==> config.mk <==
export PLATFORM = sky130hd
export DESIGN_NAME = fifo_rd_packer_flat
export DESIGN_NICKNAME = d
export VERILOG_FILES = /design/src/rtl/fifo_pkg.sv /design/src/rtl/fifo_rd_packer_if.sv /design/src/rtl/fifo_rd_pack_acc.sv /design/src/rtl/fifo_rd_packer.sv /design/src/flat_wrapper.sv
export SDC_FILE = /design/constraint.sdc
export NUM_CORES = 1
export LEC_CHECK = 0
export CAP_MARGIN = 10
export CORE_MARGIN = 4
export CORE_UTILIZATION = 53
export CTS_CLUSTER_SIZE = 10
export DETAILED_ROUTE_END_ITERATION = 12
export HOLD_SLACK_MARGIN = 0.02
export PLACE_DENSITY = 0.79
export SLEW_MARGIN = 5
export SYNTH_ARGS = -nofsm -noshare
export SYNTH_HDL_FRONTEND = slang
export SYNTH_SLANG_ARGS = --single-unit
==> constraint.sdc <==
create_clock -name r_clk -period 3.6 [get_ports r_clk]
set_input_delay 0.9 -clock r_clk [delete_from_list [all_inputs] [get_ports r_clk]]
set_output_delay 0.9 -clock r_clk [all_outputs]
set_load 0.1 [all_outputs]
==> src/rtl/fifo_pkg.sv <==
// Shared types and helpers for the FIFO read-side packer.
package fifo_pkg;

  localparam int unsigned KEEP_MAX = 32;

  typedef enum logic [1:0] {
    ACC_IDLE,
    ACC_FILL,
    ACC_DONE
  } acc_state_t;

  // Lane-valid mask with the low cnt lanes set; callers slice to their lane count.
  function automatic logic [KEEP_MAX-1:0] keep_mask(input int unsigned cnt);
    logic [KEEP_MAX-1:0] m;
    if (cnt >= KEEP_MAX) m = '1;
    else                 m = (KEEP_MAX'(1) << cnt) - KEEP_MAX'(1);
    return m;
  endfunction

endpackage

==> src/rtl/fifo_rd_packer_if.sv <==
// FIFO read port, flush request and packed output stream of the read-side packer.
interface fifo_rd_packer_if #(
  parameter int DATA_WIDTH = 8,
  parameter int PACK_RATIO = 4
);
  logic                             fifo_empty;
  logic [DATA_WIDTH-1:0]            fifo_rdata;
  logic                             fifo_ren;
  logic                             flush;
  logic                             out_valid;
  logic                             out_ready;
  logic [DATA_WIDTH*PACK_RATIO-1:0] out_data;
  logic [PACK_RATIO-1:0]            out_keep;

  modport master (
    input  fifo_empty, fifo_rdata, flush, out_ready,
    output fifo_ren, out_valid, out_data, out_keep
  );

  modport slave (
    output fifo_empty, fifo_rdata, flush, out_ready,
    input  fifo_ren, out_valid, out_data, out_keep
  );
endinterface

==> src/rtl/fifo_rd_pack_acc.sv <==
// Lane register file, lane counter and accumulator FSM of the read-side packer.
//   state    | meaning
//   ACC_IDLE | no lanes filled
//   ACC_FILL | some lanes filled, word still open
//   ACC_DONE | word sealed (full or flushed), waiting for the output register
module fifo_rd_pack_acc
  import fifo_pkg::*;
#(
  parameter int DATA_WIDTH = 8,
  parameter int PACK_RATIO = 4
) (
  input  logic                             clk_i,
  input  logic                             rst_i,
  input  logic                             pop_i,
  input  logic                             flush_i,
  input  logic                             xfer_i,
  input  logic [DATA_WIDTH-1:0]            data_i,
  output logic [DATA_WIDTH*PACK_RATIO-1:0] acc_word_o,
  output logic [PACK_RATIO-1:0]            acc_keep_o,
  output logic                             acc_done_o,
  output logic                             acc_fill_o
);

  localparam int CW = $clog2(PACK_RATIO);

  acc_state_t            state_q, state_d;
  logic [CW-1:0]         cnt_q, cnt_d, lane_idx;
  logic [DATA_WIDTH-1:0] lanes_q [PACK_RATIO];
  logic [DATA_WIDTH-1:0] lanes_d [PACK_RATIO];
  logic                  last_lane;
  logic [KEEP_MAX-1:0]   mask_full;
  logic                  unused_mask;

  always_comb begin
    // A transfer empties the accumulator, so a same-cycle pop lands in lane 0.
    lane_idx  = xfer_i ? '0 : cnt_q;
    last_lane = pop_i && (lane_idx == CW'(PACK_RATIO - 1));
    cnt_d     = pop_i ? lane_idx + CW'(1) : lane_idx;
    for (int i = 0; i < PACK_RATIO; i++) begin
      lanes_d[i] = xfer_i ? '0 : lanes_q[i];
      if (pop_i && (lane_idx == CW'(i))) lanes_d[i] = data_i;
    end

    state_d = state_q;
    unique case (state_q)
      ACC_IDLE: if (pop_i) state_d = ACC_FILL;
      ACC_FILL: if (last_lane || flush_i) state_d = ACC_DONE;
      ACC_DONE: if (xfer_i) state_d = pop_i ? ACC_FILL : ACC_IDLE;
      default:  state_d = ACC_IDLE;
    endcase
  end

  always_ff @(posedge clk_i or posedge rst_i) begin
    if (rst_i) begin
      state_q <= ACC_IDLE;
      cnt_q   <= '0;
      for (int i = 0; i < PACK_RATIO; i++) lanes_q[i] <= '0;
    end else begin
      state_q <= state_d;
      cnt_q   <= cnt_d;
      for (int i = 0; i < PACK_RATIO; i++) lanes_q[i] <= lanes_d[i];
    end
  end

  for (genvar g = 0; g < PACK_RATIO; g++) begin : g_word
    assign acc_word_o[g*DATA_WIDTH +: DATA_WIDTH] = lanes_q[g];
  end

  // A full word wraps the counter to 0; a flushed word leaves it at the lane count.
  assign mask_full   = keep_mask(32'(cnt_q));
  assign unused_mask = ^mask_full;
  assign acc_keep_o  = (cnt_q == '0) ? '1 : mask_full[PACK_RATIO-1:0];
  assign acc_done_o  = (state_q == ACC_DONE);
  assign acc_fill_o  = (state_q == ACC_FILL);

endmodule

==> src/rtl/fifo_rd_packer.sv <==
// Read-side FIFO consumer packing PACK_RATIO entries into one keep-masked stream word.
// Macro PACKER_TIMEOUT_FLUSH_EN adds an idle-timeout auto-flush of partial words.
module fifo_rd_packer
  import fifo_pkg::*;
#(
  parameter int DATA_WIDTH     = 8,
  parameter int PACK_RATIO     = 4,
  parameter int TIMEOUT_CYCLES = 64
) (
  input logic              r_clk,
  input logic              r_rst,
  fifo_rd_packer_if.master bus
);

  localparam int WW = DATA_WIDTH * PACK_RATIO;

  if (PACK_RATIO < 2 || (PACK_RATIO & (PACK_RATIO - 1)) != 0 ||
      PACK_RATIO > KEEP_MAX || TIMEOUT_CYCLES < 1) begin : g_param_err
    $error("fifo_rd_packer: unsupported parameter values");
  end

  logic                  acc_done, acc_fill, pop, xfer, flush_any, tmo_flush;
  logic [WW-1:0]         acc_word, out_data_q;
  logic [PACK_RATIO-1:0] acc_keep, out_keep_q;
  logic                  out_valid_q;

  assign xfer = acc_done && (!out_valid_q || bus.out_ready);
  // Popping in ACC_DONE is allowed only when the sealed word leaves this cycle,
  // which keeps the stream free of bubbles at word boundaries.
  assign bus.fifo_ren = !r_rst && !bus.fifo_empty && (!acc_done || xfer);
  assign pop          = bus.fifo_ren;
  assign flush_any    = bus.flush || tmo_flush;

  fifo_rd_pack_acc #(
    .DATA_WIDTH (DATA_WIDTH),
    .PACK_RATIO (PACK_RATIO)
  ) u_acc (
    .clk_i      (r_clk),
    .rst_i      (r_rst),
    .pop_i      (pop),
    .flush_i    (flush_any),
    .xfer_i     (xfer),
    .data_i     (bus.fifo_rdata),
    .acc_word_o (acc_word),
    .acc_keep_o (acc_keep),
    .acc_done_o (acc_done),
    .acc_fill_o (acc_fill)
  );

  always_ff @(posedge r_clk or posedge r_rst) begin
    if (r_rst) begin
      out_valid_q <= 1'b0;
      out_data_q  <= '0;
      out_keep_q  <= '0;
    end else if (xfer) begin
      out_valid_q <= 1'b1;
      out_data_q  <= acc_word;
      out_keep_q  <= acc_keep;
    end else if (bus.out_ready) begin
      out_valid_q <= 1'b0;
    end
  end

  assign bus.out_valid = out_valid_q;
  assign bus.out_data  = out_data_q;
  assign bus.out_keep  = out_keep_q;

`ifdef PACKER_TIMEOUT_FLUSH_EN
  localparam int TW = $clog2(TIMEOUT_CYCLES + 1);

  logic [TW-1:0] idle_q, idle_d;

  // Down-counter reloaded on activity; fires on the TIMEOUT_CYCLES-th idle cycle.
  always_comb begin
    idle_d = idle_q;
    if (pop || !acc_fill)   idle_d = TW'(TIMEOUT_CYCLES - 1);
    else if (idle_q != '0)  idle_d = idle_q - TW'(1);
  end

  always_ff @(posedge r_clk or posedge r_rst) begin
    if (r_rst) idle_q <= TW'(TIMEOUT_CYCLES - 1);
    else       idle_q <= idle_d;
  end

  assign tmo_flush = acc_fill && !pop && (idle_q == '0);
`else
  logic unused_fill;
  assign unused_fill = acc_fill;
  assign tmo_flush   = 1'b0;
`endif

endmodule

==> src/flat_wrapper.sv <==
// flat-port wrapper written by rule: the top's interface ports become plain ports
module fifo_rd_packer_flat import fifo_pkg::*;
#(
  parameter int DATA_WIDTH     = 8,
  parameter int PACK_RATIO     = 4,
  parameter int TIMEOUT_CYCLES = 64
)
  (r_clk, r_rst, bus_fifo_empty, bus_fifo_rdata, bus_flush, bus_out_ready, bus_fifo_ren, bus_out_valid, bus_out_data, bus_out_keep);
  fifo_rd_packer_if #(.DATA_WIDTH(DATA_WIDTH), .PACK_RATIO(PACK_RATIO)) bus_i ();
  input logic r_clk;
  input logic r_rst;
  input wire logic [$bits(bus_i.fifo_empty)-1:0] bus_fifo_empty;
  input wire logic [$bits(bus_i.fifo_rdata)-1:0] bus_fifo_rdata;
  input wire logic [$bits(bus_i.flush)-1:0] bus_flush;
  input wire logic [$bits(bus_i.out_ready)-1:0] bus_out_ready;
  output wire logic [$bits(bus_i.fifo_ren)-1:0] bus_fifo_ren;
  output wire logic [$bits(bus_i.out_valid)-1:0] bus_out_valid;
  output wire logic [$bits(bus_i.out_data)-1:0] bus_out_data;
  output wire logic [$bits(bus_i.out_keep)-1:0] bus_out_keep;
  assign bus_i.fifo_empty = bus_fifo_empty;
  assign bus_i.fifo_rdata = bus_fifo_rdata;
  assign bus_i.flush = bus_flush;
  assign bus_i.out_ready = bus_out_ready;
  assign bus_fifo_ren = bus_i.fifo_ren;
  assign bus_out_valid = bus_i.out_valid;
  assign bus_out_data = bus_i.out_data;
  assign bus_out_keep = bus_i.out_keep;
  fifo_rd_packer #(.DATA_WIDTH(DATA_WIDTH), .PACK_RATIO(PACK_RATIO), .TIMEOUT_CYCLES(TIMEOUT_CYCLES)) u_core (.r_clk(r_clk), .r_rst(r_rst), .bus(bus_i));
endmodule
==> summary.md, run 1 <==
| Metric | Value |
|---|---|
| Status | `complete, no violations` |
| Die Y | `between 80 and 90 µm` |
| Warnings from Yosys | `0` |
| Clk sinks | `between 70 and 80` |
| Fin nets | `between 300 and 400` |
| CP startpoint kind | `primary input` |
| Final cycle utilization of the critical path | `0.890` |
| Critical path, cell by cell | `clkdlybuf4s50_1 > nand4bb_1 > nand2_1 > inv_1 > buf_12` |
| Post-synth ARST share | `1.00` |
| Grt ovf | `0` |
| Vias | `approximately 1900` |
| Max incr delay on CP | `~0.46 ns` |
| Post-synthesis sequential area ratio | `0.575` |
| Area grow syn2layout | `22.4%` |
| Synth Area in Compound Gates | `0.0685` |
| Post-Synth XOR/XNOR Area | `0.00276` |
| CP Data Required Time | `around 2.7 ns` |
| Cell family with most CP delay | `buffers and inverters` |
| Initial antenna violation count | `0` |
| Hold path start | `u_core.bus.out_keep[0]` |
| Simple-gate portion of the synthesized area | `0.0339` |
| Port Buf Inserts | `50` |
| Clock Path Buffers | `2` |
| Starting density of the core | `0.560` |
| Setup Skew | `~0.014 ns` |
| ANT nets after route | `0` |
| Relative slew slack | `0.339` |
| Total Routing Usage GR | `0.183` |
| Maxcap violations | `0` |
| Die Width | `approximately 85 µm` |
| Post-layout min period | `roughly 3.2 ns` |
| Synth Area per Inst | `13.8 µm²` |
| Clk_lat worst skew | `0.34 ns` |
| Multiplexer share of the synthesized area | `0.253` |
| Share of cells above drive strength 1 | `0.339` |
| ANT cells | `0` |
| DRT Pass-1 Iters | `4` |
| Setup TNS | `0 ns` |
| Via/cell ratio | `roughly 5.3` |
| Worst Hold Class | `reg2reg` |
| RSZ-0062 raised after global routing | `false` |
| First-pass GRT wire length | `roughly 10 mm` |
| Largest fanout on the critical path | `6` |
| WP buf/inv | `3` |
| Vias in the first global route | `1979` |
| Post-CTS Setup Repair Bufs | `0` |
| Syn_nets | `between 200 and 250` |
| Type of the worst setup path | `in2out` |
| CTS clk-pin slew, worst paths | `0.08 ns` |
| Worst Max-Slew Pin Slew | `just under 1 ns` |
| Post-synth cell types | `24` |
| I/O pin cnt | `51` |
| Worst path slowest cell | `clkdlybuf4s50_1` |
| Hold Fails Final Rpt | `0` |
| Max Freq | `about 310 MHz` |
| Main synth FF type | `dfrtp_1` |
| Number of H-tree levels | `3` |
| Hpwl dp | `4.13 mm` |
| Post-synth top area cell | `dfrtp_1` |
| Adder-Cell Fraction of Synth Area | `0.0236` |
| Post-Syn Instances | `between 200 and 250` |
| Seq cells post-synth | `73` |
| Post-Route WL | `between 6 and 7 mm` |
| CTS Hold Buffers Added | `0` |
| Commonest cells in the netlist | `73 x dfrtp_1, 33 x mux2i_1, 27 x mux2_4, 22 x o21ai_0, 17 x o21ai_1` |
| Pin count of the biggest net entering global routing | `31` |
| Post-synth top area share | `0.575` |
| Core area | `around 5700 µm²` |
| Critical Path Source | `bus_out_ready` |
| CTS tree | `yes` |
| Iter 0 DRT Violations | `110` |
| Main combinational cell family by area after synthesis | `multiplexers` |
| Top cells by area, synth | `dfrtp_1 57%, mux2_4 13%, mux2i_1 10%, o21ai_0 3.5%, o21ai_1 2.7%` |
| Die Area | `roughly 7300 µm²` |
| DRC violations left | `0` |
| Final Setup Violations | `0` |
| Final count of pins violating max slew | `0` |
| Most frequent cell after synthesis | `dfrtp_1` |
| EDFF count, synth | `0` |
| CTS Buf Count | `9` |
| Site row count | `27` |
| Critical R2R Launch | `u_core.u_acc.state_q[0]` |
| Critical path capture point type | `output pin` |
| PostCTS Resize Cnt | `0` |
| Mapped cell area | `around 3200 µm²` |
| CP arrival | `between 2 and 2.5 ns` |
| Routability cong. | `between 0.7 and 0.8` |
| CTS root buf | `clkbuf_8` |
| DR WL/cell | `17.0 µm` |
==> per-layer routing <==
metal | vias up | global-route usage | part of all wire
met5 | - | 0 | 0
met4 | 0 | 0.0806 | 0.017
met3 | 11 | 0.0350 | 0.043
met2 | 48 | 0.268 | 0.45
met1 | 964 | 0.266 | 0.49
li1 | 906 | - | -
==> layout by cell type, fill, tap and decap left out, types with 2 or more instances in the layout <==
cell type and n:
o21ai_1 17, inv_1 15, ha_1 6, mux2_4 27, mux2_2 6, mux2i_1 33, nand2b_1 3, clkbuf_8 12
o21ai_0 22, nand3_2 4, nand2_1 2, clkdlybuf4s50_1 14, dfrtp_1 73, nor2_1 2, bufinv_16 2, buf_4 40
==> cell type report <==
type	instances	area (µm²)
inverters	16	60.1
clock inverters	4	73.8
well taps	72	90.1
multi-input cells	129	1210
fillers	407	1790
flip-flops and latches	73	1830
repair buffers	55	460
clock buffers	12	165
==> sequential cells by signal (all words and copies together) (netlist names) <==
register                 count
u_core.u_acc.cnt_q           2
u_core.u_acc.acc_word_o     32
u_core.bus.out_valid         1
u_core.bus.out_data         32
u_core.u_acc.state_q         2
u_core.bus.out_keep          4
==> cell families after synthesis <==
kind of cell | Yosys count
buffers and inverters | 28
multiplexers | 66
flip-flops | 73
XOR/XNOR | 1
AND/OR/NAND/NOR | 14
AO/OA/AOI/OAI | 42
adder cells (fa/ha/maj) | 6
==> per-stage QoR <==
stage | std cells | utilization | hold WS, ns | worst slack (ns) | cell area [µm²]
finish | 361 | 0.685 | 0.471 | 0.397 | 3890
global route | 361 | 0.685 | 0.512 | 0.294 | 3890
CTS | 361 | 0.685 | 0.481 | 0.393 | 3890
detailed placement | 345 | 0.643 | 0.457 | 0.395 | 3650
global placement | 345 | 0.643 | 0.455 | 0.439 | 3650
floorplan | 230 | - | 0.473 | 0.649 | 3180
==> worst paths after layout <==
| path | endpoint | slack (ns) | cells past startpoint |
|---|---|---|---|
| setup / recovery | bus_fifo_ren | 0.40 | 5 |
| hold / removal | u_core.bus.out_keep[0] | 0.47 | 1 |
| setup reg to reg | u_core.u_acc.acc_word_o[26] | 1.39 | 6 |
| hold reg to reg | u_core.bus.out_keep[0] | 0.47 | 1 |
| max in group asynchronous | u_core.bus.out_data[26] | 1.83 | 3 |
| min in group asynchronous | u_core.u_acc.acc_word_o[14] | 1.01 | 2 |
Power of run 1 is not shown: default switching activity piles up to over one toggle a cycle in this logic, so the estimate is an artifact.
==> inputs of run 2 (changes only) <==
--- a/config.mk
+++ b/config.mk
@@ -7,11 +7,12 @@
 export LEC_CHECK = 0
 export CAP_MARGIN = 10
 export CORE_MARGIN = 4
-export CORE_UTILIZATION = 53
+export CORE_UTILIZATION = 55
+export CTS_BUF_LIST = sky130_fd_sc_hd__clkbuf_4 sky130_fd_sc_hd__clkbuf_8
 export CTS_CLUSTER_SIZE = 10
 export DETAILED_ROUTE_END_ITERATION = 12
 export HOLD_SLACK_MARGIN = 0.02
-export PLACE_DENSITY = 0.79
+export PLACE_DENSITY = 0.82
 export SLEW_MARGIN = 5
 export SYNTH_ARGS = -nofsm -noshare
 export SYNTH_HDL_FRONTEND = slang
==> summary.md, run 2 (synthesis results as in run 1) <==
| Metric | Value |
|---|---|
| Worst Hold Class | `reg2reg` |
| Die Width | `84.0 µm (-1.7%)` |
| ANT cells | `0 (unchanged)` |
| Worst path slowest cell | `clkdlybuf4s50_1` |
| Setup TNS | `0 ns (unchanged)` |
| Initial antenna violation count | `0 (unchanged)` |
| Status | `complete, no violations` |
| CP Data Required Time | `2.70 ns (about the same)` |
| Max incr delay on CP | `0.45 ns (about the same)` |
| Total Routing Usage GR | `0.181 (-0.00266)` |
| Post-layout min period | `2.95 ns (-0.250 ns)` |
| Clk_lat worst skew | `0.34 ns (about the same)` |
| Pin count of the biggest net entering global routing | `43 (+39%)` |
| Max Freq | `339 MHz (+8.5%)` |
| DR WL/cell | `16.7 µm (-1.8%)` |
| Die Area | `7060 µm² (-3.3%)` |
| Cell family with most CP delay | `buffers and inverters` |
| CTS clk-pin slew, worst paths | `0.07 ns (about the same)` |
| Final cycle utilization of the critical path | `0.820 (-0.0696)` |
| Die Y | `84.0 µm (-1.7%)` |
| Site row count | `27 (unchanged)` |
| First-pass GRT wire length | `10.0 mm (-3.6%)` |
| Final Setup Violations | `0 (unchanged)` |
| Vias | `1902 (-1.4%)` |
| Worst Max-Slew Pin Slew | `0.665 ns (-0.323 ns)` |
| ANT nets after route | `0 (unchanged)` |
| Vias in the first global route | `2003 (+1.2%)` |
| DRC violations left | `0 (unchanged)` |
| CP startpoint kind | `primary input` |
| Type of the worst setup path | `in2out` |
| Hpwl dp | `4.08 mm (-1.4%)` |
| Area grow syn2layout | `21.7%` |
| Starting density of the core | `0.574 (+0.0137)` |
| CTS Buf Count | `9 (unchanged)` |
| Clk sinks | `73 (unchanged)` |
| Post-CTS Setup Repair Bufs | `0 (unchanged)` |
| Share of cells above drive strength 1 | `0.346 (+0.00692)` |
| Routability cong. | `0.748 (-4.4%)` |
| Post-Route WL | `6.02 mm (-1.8%)` |
| Setup Skew | `0.00728 ns (-0.00644 ns)` |
| Critical path, cell by cell | `clkdlybuf4s50_1 > nor2_1 > buf_4 > nand2_1 > inv_1 > buf_12` |
| DP Area | `3660 µm² (+0.41%)` |
| Hold Fails Final Rpt | `0 (unchanged)` |
| WP buf/inv | `4 (+1)` |
| PostCTS Resize Cnt | `0 (unchanged)` |
| Maxcap violations | `0 (unchanged)` |
| Critical path capture point type | `output pin` |
| CTS tree | `yes` |
| Fin nets | `304 (+0.33%)` |
| Iter 0 DRT Violations | `101 (-8.2%)` |
| Design Area, Final | `3870 µm² (-0.51%)` |
| CP arrival | `2.05 ns (-0.25 ns)` |
| Relative slew slack | `0.556 (+0.217)` |
| CTS Hold Buffers Added | `0 (unchanged)` |
| CTS root buf | `clkbuf_8` |
| RSZ-0062 raised after global routing | `false` |
| Core area | `5540 µm² (-2.4%)` |
| I/O pin cnt | `51 (unchanged)` |
| Number of H-tree levels | `3 (unchanged)` |
| Port Buf Inserts | `50 (unchanged)` |
| DRT Pass-1 Iters | `4 (unchanged)` |
| Clock Path Buffers | `2 (unchanged)` |
| Via/cell ratio | `5.27 (-1.4%)` |
| Largest fanout on the critical path | `6 (unchanged)` |
| Most common cell after layout, fill and taps aside | `dfrtp_1` |
| Grt ovf | `0 (unchanged)` |
| Final count of pins violating max slew | `0 (unchanged)` |
| Fin util | `0.698 (+0.0131)` |
| Commonest cells after routing, fill and taps aside | `73 x dfrtp_1, 42 x buf_4, 33 x mux2i_1, 27 x mux2_4, 22 x o21ai_0` |
## run 2: cell count changes in the layout (fill, tap and decap cells not counted)
cell and change:
clkinv_4 -1, bufinv_16 -1, buf_12 +1, buf_4 +2
clkinv_2 -1, clkbuf_4 +2, clkbuf_8 -1, clkdlybuf4s50_1 -2
clkinvlp_4 +1
## run 2: worst paths after layout
check / endpoint / slack [ns] / depth (start not counted) / start
max: bus_fifo_ren / 0.65 / 6 / r_rst
min reg2reg: u_core.bus.out_keep[0] / 0.48 / 1 / u_core.bus.out_keep[0]
max reg2reg: u_core.u_acc.acc_word_o[10] / 1.54 / 7 / u_core.u_acc.state_q[0]
min in group asynchronous: u_core.bus.out_data[29] / 1.04 / 2 / r_rst
min: u_core.bus.out_keep[0] / 0.48 / 1 / u_core.bus.out_keep[0]
max in group asynchronous: u_core.bus.out_keep[1] / 1.90 / 3 / r_rst
## run 2: cell type report
type                       instances  area, µm²
clock buffer                      13        166
clock inverter                     2       37.5
fill                             401       1670
inverter                          16       60.1
multi-input combinational        129       1210
sequential                        73       1830
tap                               72       90.1
timing repair buffer              56        475
## run 2: metal layers
layer / share of wire / global-route usage / vias to the layer above
met5: 0 / 0 / -
met4: 0.012 / 0.0570 / 0
met3: 0.044 / 0.0474 / 7
met2: 0.49 / 0.286 / 42
met1: 0.46 / 0.245 / 946
li1: - / - / 907
## run 2: per-stage QoR
stage / instances / setup slack, ns / hold WS [ns]
6_report: 361 / 0.647 / 0.480
3_3_place_gp: 346 / 0.670 / 0.456
3_5_place_dp: 346 / 0.647 / 0.466
5_1_grt: 361 / 0.558 / 0.506
2_1_floorplan: 230 / 0.649 / 0.473
4_1_cts: 361 / 0.639 / 0.487
Power of run 2 is left out for the same reason.
